**src/rtl/sieve_mem_arb.sv**
```systemverilog
// Two-port arbiter and sequencer for the sieve's single-port synchronous-read RAM.
// Port 0 is the sieve engine, port 1 the host readout/clear path. One transfer per
// cycle, round-robin on ties, optional bounded lock bursts, read data returned
// three edges after accept and tagged to the issuing port.
module sieve_mem_arb #(
    parameter int unsigned AW        = 8,
    parameter int unsigned DW        = 8,
    parameter int unsigned MAX_BURST = 4
) (
    input  logic          clk,
    input  logic          rst,
    input  logic          req0,
    input  logic          we0,
    input  logic [AW-1:0] addr0,
    input  logic [DW-1:0] wdata0,
    input  logic          lock0,
    input  logic          req1,
    input  logic          we1,
    input  logic [AW-1:0] addr1,
    input  logic [DW-1:0] wdata1,
    input  logic          lock1,
    output logic          gnt0,
    output logic          gnt1,
    output logic          rvalid0,
    output logic          rvalid1,
    output logic [DW-1:0] rdata0,
    output logic [DW-1:0] rdata1,
    output logic          mem_wr,
    output logic [AW-1:0] mem_addr,
    output logic [DW-1:0] mem_dout,
    input  logic [DW-1:0] mem_din,
    output logic          busy
);

    localparam logic [3:0] BurstMax = 4'(MAX_BURST);

    typedef enum logic [1:0] {StIdle, StOwn0, StOwn1} state_e;

    state_e     state_q, state_d;
    logic       last_q, last_d;
    logic [3:0] cnt_q, cnt_d;
    logic [3:0] cnt_inc;

    // Read-tag pipeline: stage 1 tracks the RAM address cycle, stage 2 the data cycle.
    logic       s1_valid_q, s1_port_q;
    logic       s2_valid_q, s2_port_q;

    logic          acc0, acc1, acc_any;
    logic          sel_we;
    logic [AW-1:0] sel_addr;
    logic [DW-1:0] sel_wdata;

    // Grant decode: owner keeps the port until its burst budget runs out under contention.
    always_comb begin
        gnt0 = 1'b0;
        gnt1 = 1'b0;
        unique case (state_q)
            StIdle: begin
                if (req0 && req1) begin
                    // last_q names the previous winner; the other port wins the tie
                    if (last_q) gnt0 = 1'b1;
                    else        gnt1 = 1'b1;
                end else begin
                    gnt0 = req0;
                    gnt1 = req1;
                end
            end
            StOwn0: begin
                if (req0 && (cnt_q < BurstMax || !req1)) gnt0 = 1'b1;
                else if (req1)                           gnt1 = 1'b1;
            end
            StOwn1: begin
                if (req1 && (cnt_q < BurstMax || !req0)) gnt1 = 1'b1;
                else if (req0)                           gnt0 = 1'b1;
            end
            default: ;
        endcase
    end

    assign acc0    = req0 & gnt0;
    assign acc1    = req1 & gnt1;
    assign acc_any = acc0 | acc1;
    assign cnt_inc = (cnt_q == 4'hF) ? 4'hF : cnt_q + 4'd1;

    // Winner's command fields; only meaningful when acc_any is high.
    assign sel_we    = acc1 ? we1    : we0;
    assign sel_addr  = acc1 ? addr1  : addr0;
    assign sel_wdata = acc1 ? wdata1 : wdata0;

    // Ownership next state: any cycle without an accept drops back to idle.
    always_comb begin
        state_d = StIdle;
        cnt_d   = 4'd0;
        last_d  = last_q;
        if (acc0) begin
            last_d = 1'b0;
            if (lock0) begin
                state_d = StOwn0;
                cnt_d   = (state_q == StOwn0) ? cnt_inc : 4'd1;
            end
        end else if (acc1) begin
            last_d = 1'b1;
            if (lock1) begin
                state_d = StOwn1;
                cnt_d   = (state_q == StOwn1) ? cnt_inc : 4'd1;
            end
        end
    end

    // Arbitration state register.
    always_ff @(posedge clk or negedge rst) begin
        if (!rst) begin
            state_q <= StIdle;
            last_q  <= 1'b1;
            cnt_q   <= 4'd0;
        end else begin
            state_q <= state_d;
            last_q  <= last_d;
            cnt_q   <= cnt_d;
        end
    end

    // Command stage: register the accepted transfer towards the RAM.
    always_ff @(posedge clk or negedge rst) begin
        if (!rst) begin
            mem_wr     <= 1'b0;
            mem_addr   <= '0;
            mem_dout   <= '0;
            s1_valid_q <= 1'b0;
            s1_port_q  <= 1'b0;
        end else begin
            mem_wr     <= acc_any & sel_we;
            s1_valid_q <= acc_any & ~sel_we;
            s1_port_q  <= acc1;
            if (acc_any) begin
                mem_addr <= sel_addr;
                mem_dout <= sel_wdata;
            end
        end
    end

    // Tag follows the RAM's read latency; returned data lands on the issuing port.
    always_ff @(posedge clk or negedge rst) begin
        if (!rst) begin
            s2_valid_q <= 1'b0;
            s2_port_q  <= 1'b0;
            rvalid0    <= 1'b0;
            rvalid1    <= 1'b0;
            rdata0     <= '0;
            rdata1     <= '0;
        end else begin
            s2_valid_q <= s1_valid_q;
            s2_port_q  <= s1_port_q;
            rvalid0    <= s2_valid_q & ~s2_port_q;
            rvalid1    <= s2_valid_q & s2_port_q;
            if (s2_valid_q && !s2_port_q) rdata0 <= mem_din;
            if (s2_valid_q && s2_port_q)  rdata1 <= mem_din;
        end
    end

    assign busy = s1_valid_q | s2_valid_q | (state_q != StIdle);

endmodule

```
**config.mk**
```make
export PLATFORM = sky130hd
export DESIGN_NAME = sieve_mem_arb
export DESIGN_NICKNAME = d
export VERILOG_FILES = /design/src/rtl/sieve_mem_arb.sv
export SDC_FILE = /design/constraint.sdc
export NUM_CORES = 1
export LEC_CHECK = 0
export CORE_MARGIN = 3
export CORE_UTILIZATION = 43
export CTS_CLUSTER_SIZE = 24
export DETAILED_ROUTE_END_ITERATION = 16
export PLACE_DENSITY = 0.8
export REMOVE_ABC_BUFFERS = 1
export SYNTH_ARGS = -nofsm -noshare
export SYNTH_HDL_FRONTEND = slang
export SYNTH_SLANG_ARGS = --single-unit
```
**constraint.sdc**
```tcl
create_clock -name clk -period 3.1 [get_ports clk]
set_clock_uncertainty 0.2 [all_clocks]
set_input_delay 0.62 -clock clk [delete_from_list [all_inputs] [get_ports clk]]
set_output_delay 0.62 -clock clk [all_outputs]
set_load 0.1 [all_outputs]
```
==> results of run 1 <==
## kinds of logic (layout without fill, tap and decap cells)
kind of cell,Yosys count,in the layout,synth area share (%)
buffers and inverters,13,103,5.05
DFF,46,46,54.1
AOI/OAI and AO/OA,13,13,5.23
adders and majority gates,1,1,0.587
muxes,48,48,26.6
and+or+nand+nor,26,26,8.40
## metrics by stage
step	total power [uW]	worst slack (ns)	hold slack (ns)
global route	2800	0.125	0.0560
finish	2700	0.166	0.0399
floorplan	1930	0.0980	0.124
detailed placement	2290	0.0792	0.147
global placement	2280	0.128	0.136
CTS	2730	0.156	0.0493
## worst max-delay path: stages
cell                              delay [ns]
sky130_fd_sc_hd__clkdlybuf4s50_1        0.57
sky130_fd_sc_hd__or4b_4                 0.50
sky130_fd_sc_hd__nand4_4                0.19
sky130_fd_sc_hd__inv_6                  0.06
sky130_fd_sc_hd__buf_12                 0.16
## metal layers
metal	wire length, um	vias up	share of wire (%)
li1	-	707	-
met4	36	0	0.83
met3	465	5	11
met2	2000	71	46
met5	0	-	0
met1	1830	714	42
## cell usage after synthesis, drive strengths merged, types with 2 or more instances
master / count
nor3: 2
dfrtp: 45
and2: 2
inv: 6
buf: 6
or3: 2
nand3: 2
o211ai: 2
nor2: 4
nand4: 2
nand2: 4
mux2: 48
## sequential cells by signal, indices dropped and copies added (netlist names)
name        cells
rvalid0         1
s1_port_q       1
mem_dout        8
mem_addr        8
s2_port_q       1
rdata1          8
mem_wr          1
cnt_q           4
last_q          1
rvalid1         1
s1_valid_q      1
s2_valid_q      1
state_q         2
rdata0          8
## final cells by class
cell class / count / area share, %
inverter: 6 / 0.903
clock inverter: 2 / 1.23
multi-input combinational: 88 / 28.5
sequential: 46 / 37.8
clock buffer: 6 / 2.38
timing repair buffer: 89 / 26.4
tap: 65 / 2.67
## power groups by stage
stage / Sequential [uW] / Clock, uW / Combinational [uW]
4_1_cts: 805 / 446 / 1470
3_5_place_dp: 815 / 0 / 1480
6_report: 804 / 434 / 1460
2_1_floorplan: 1670 / 0 / 260
3_3_place_gp: 815 / 0 / 1460
5_1_grt: 819 / 470 / 1510
## worst paths after layout
path                               end  slack [ns]  depth (start not counted)
setup / recovery                  gnt0        0.17                          5
hold / removal               rdata0[0]        0.04                          1
setup reg to reg           mem_addr[1]        0.69                          5
hold reg to reg              s2_port_q        0.16                          0
max in group asynchronous       last_q        1.91                          2
min in group clk             s2_port_q        0.16                          0
==> impl_metrics.py, run 1 <==
metrics = {
    "global_route": {
        "gr-usage-met3_pct": 6.86,
        "grt_most_used_layer": "met2",
        "grt_use_total_pct": 15.4,
        "global_route_wire_length_before_repair_mm": 7.15,
        "grt_antenna_before_repair": 0,
        "globalRouteMet2Util_pct": 25.1,
        "gr-usage-met1_pct": 18.3,
        "grt_max_degree": 31,
        "overflow": 0,
        "grt_pass1_vias": 1523,
    },
    "synth": {
        "syn_warnings": 0,
        "synth_area_per_cell_um2": 14.5,
        "synth.ff_latch_count": 46,
        "postSynth.topFlopCell": "sky130_fd_sc_hd__dfrtp_1",
        "synthesis.area_um2": 2130,
        "synth-async-reset-ratio_pct": 100,
        "netlist_top_cells_area": "sky130_fd_sc_hd__dfrtp_1 (53%), sky130_fd_sc_hd__mux2_2 (18%), sky130_fd_sc_hd__mux2_4 (4.9%)",
        "synth_area_leader_cell": "sky130_fd_sc_hd__dfrtp_1",
        "synth_instances": 147,
        "synth_edf_count": 0,
        "synth_cell_types": 43,
        "synth_sequential_area_ratio_pct": 54.1,
        "post-synth-top-area-fraction_pct": 52.9,
    },
    "placement": {
        "gp_congestion": 0.729,
        "total_cell_area_at_the_placement_stage_um2": 2940,
        "inst_count_dp": 294,
        "portBuffers": 85,
        "dp_hpwl_mm": 3.42,
    },
    "clock_tree": {
        "worstSkewPairLatency_ns": 0.29,
        "clock_tree.buffer_depth": 2,
        "cts_inserted_buffers": 5,
        "cts_hold_buffers": 0,
        "cts-resized-gates": 0,
        "htree_num_levels": 2,
        "numClockSinks": 46,
        "cts.clk_slew.worst_paths_ns": 0.08,
        "clock-root-buffer": "sky130_fd_sc_hd__clkbuf_8",
        "tritoncts": "yes",
        "postCtsSetupBuffers": 0,
    },
    "sta": {
        "timing.slew.headroom_pct": 49.0,
        "post-route-min-period_ns": 2.93,
        "worst_max_slew_pin_slew_ns": 0.763,
        "setup_viol_count_final": 0,
        "maxClockFrequency_mhz": 341,
        "finalSetupTns_ns": 0,
        "report.final.slew_viol_count": 0,
        "rsz0062_at_grt": "false",
        "post-route-period-util_pct": 94.6,
        "final_hold_viol_count": 0,
    },
    "worst_setup_path": {
        "timing.setup.critical_path_class": "input port to output port",
        "worstPathArrival_ns": 2.11,
        "critPathLaunch": "req1",
        "worst_setup_path_end_kind": "output port",
        "worst_r2r_startpoint": "state_q[0]",
        "cp_max_fo": 8,
        "worst_ep_required_time_ns": 2.28,
        "start_kind": "input port",
    },
    "routing": {
        "drt_iter0_markers": 26,
        "drtPass1Iterations": 2,
        "wl_mm": 4.33,
        "post_drt_wl_per_cell_um": 14.3,
        "drtAntennaViolNets": 0,
        "dr_total_vias": 1497,
        "post_drt_via_cell_ratio": 4.96,
        "remaining_drc_errors": 0,
    },
    "power": {
        "p_comb_share_pct": 54.2,
        "power.switching_uw": 1350,
        "power_per_cell_area_nw_per_um2": 887,
        "seq_power_share_pct": 29.8,
        "cell_internal_pwr_uw": 1350,
        "vdd_drop_max_mv": 0.435,
        "share_clk_of_total_power_pct": 16.0,
        "power.static_leakage_uw": 0.00135,
        "swShare_pct": 50.0,
    },
    "layout": {
        "leading_cell_types_in_the_layout_fill_and_taps_excluded": "sky130_fd_sc_hd__clkdlybuf4s50_1 (46), sky130_fd_sc_hd__dfrtp_1 (45), sky130_fd_sc_hd__buf_4 (40), sky130_fd_sc_hd__mux2_2 (34)",
        "finish.net_count": 285,
        "seqCellArea_um2": 1150,
        "most_common_cell_after_layout_fill_and_taps_aside": "sky130_fd_sc_hd__clkdlybuf4s50_1",
        "num-fill-cells": 369,
        "multiInputGateArea_um2": 870,
        "antenna_cells_inserted": 0,
        "area_growth_syn_to_layout_pct": 43.1,
        "postLayoutCellArea_um2": 3050,
        "layoutNonFillerInstCount": 302,
        "drive_gt1_share_pct": 42.2,
        "final_util_pct": 66.7,
    },
    "run_status": {
        "run_status": "finished, final reports clean",
    },
    "floorplan": {
        "die_area_um2": 5830,
        "design.core.area_um2": 4560,
        "floorplan.initialDensity_pct": 46.7,
        "die_w_um": 76.4,
        "dieHeight_um": 76.4,
        "placementRows": 24,
        "boundaryPins": 86,
    },
    "job": {
        "drv_cap": 0,
    },
    "worst_hold_path": {
        "worstHoldPathType": "input port to async pin",
    },
}
No activity file was read; power rests on OpenSTA's default activity.
==> inputs of run 2 (changes only) <==
ABC_CLOCK_PERIOD_IN_PS = 3100   (was not set)
==> results of run 2 <==
The final DEF is identical to that of run 1; final timing and power are the same.
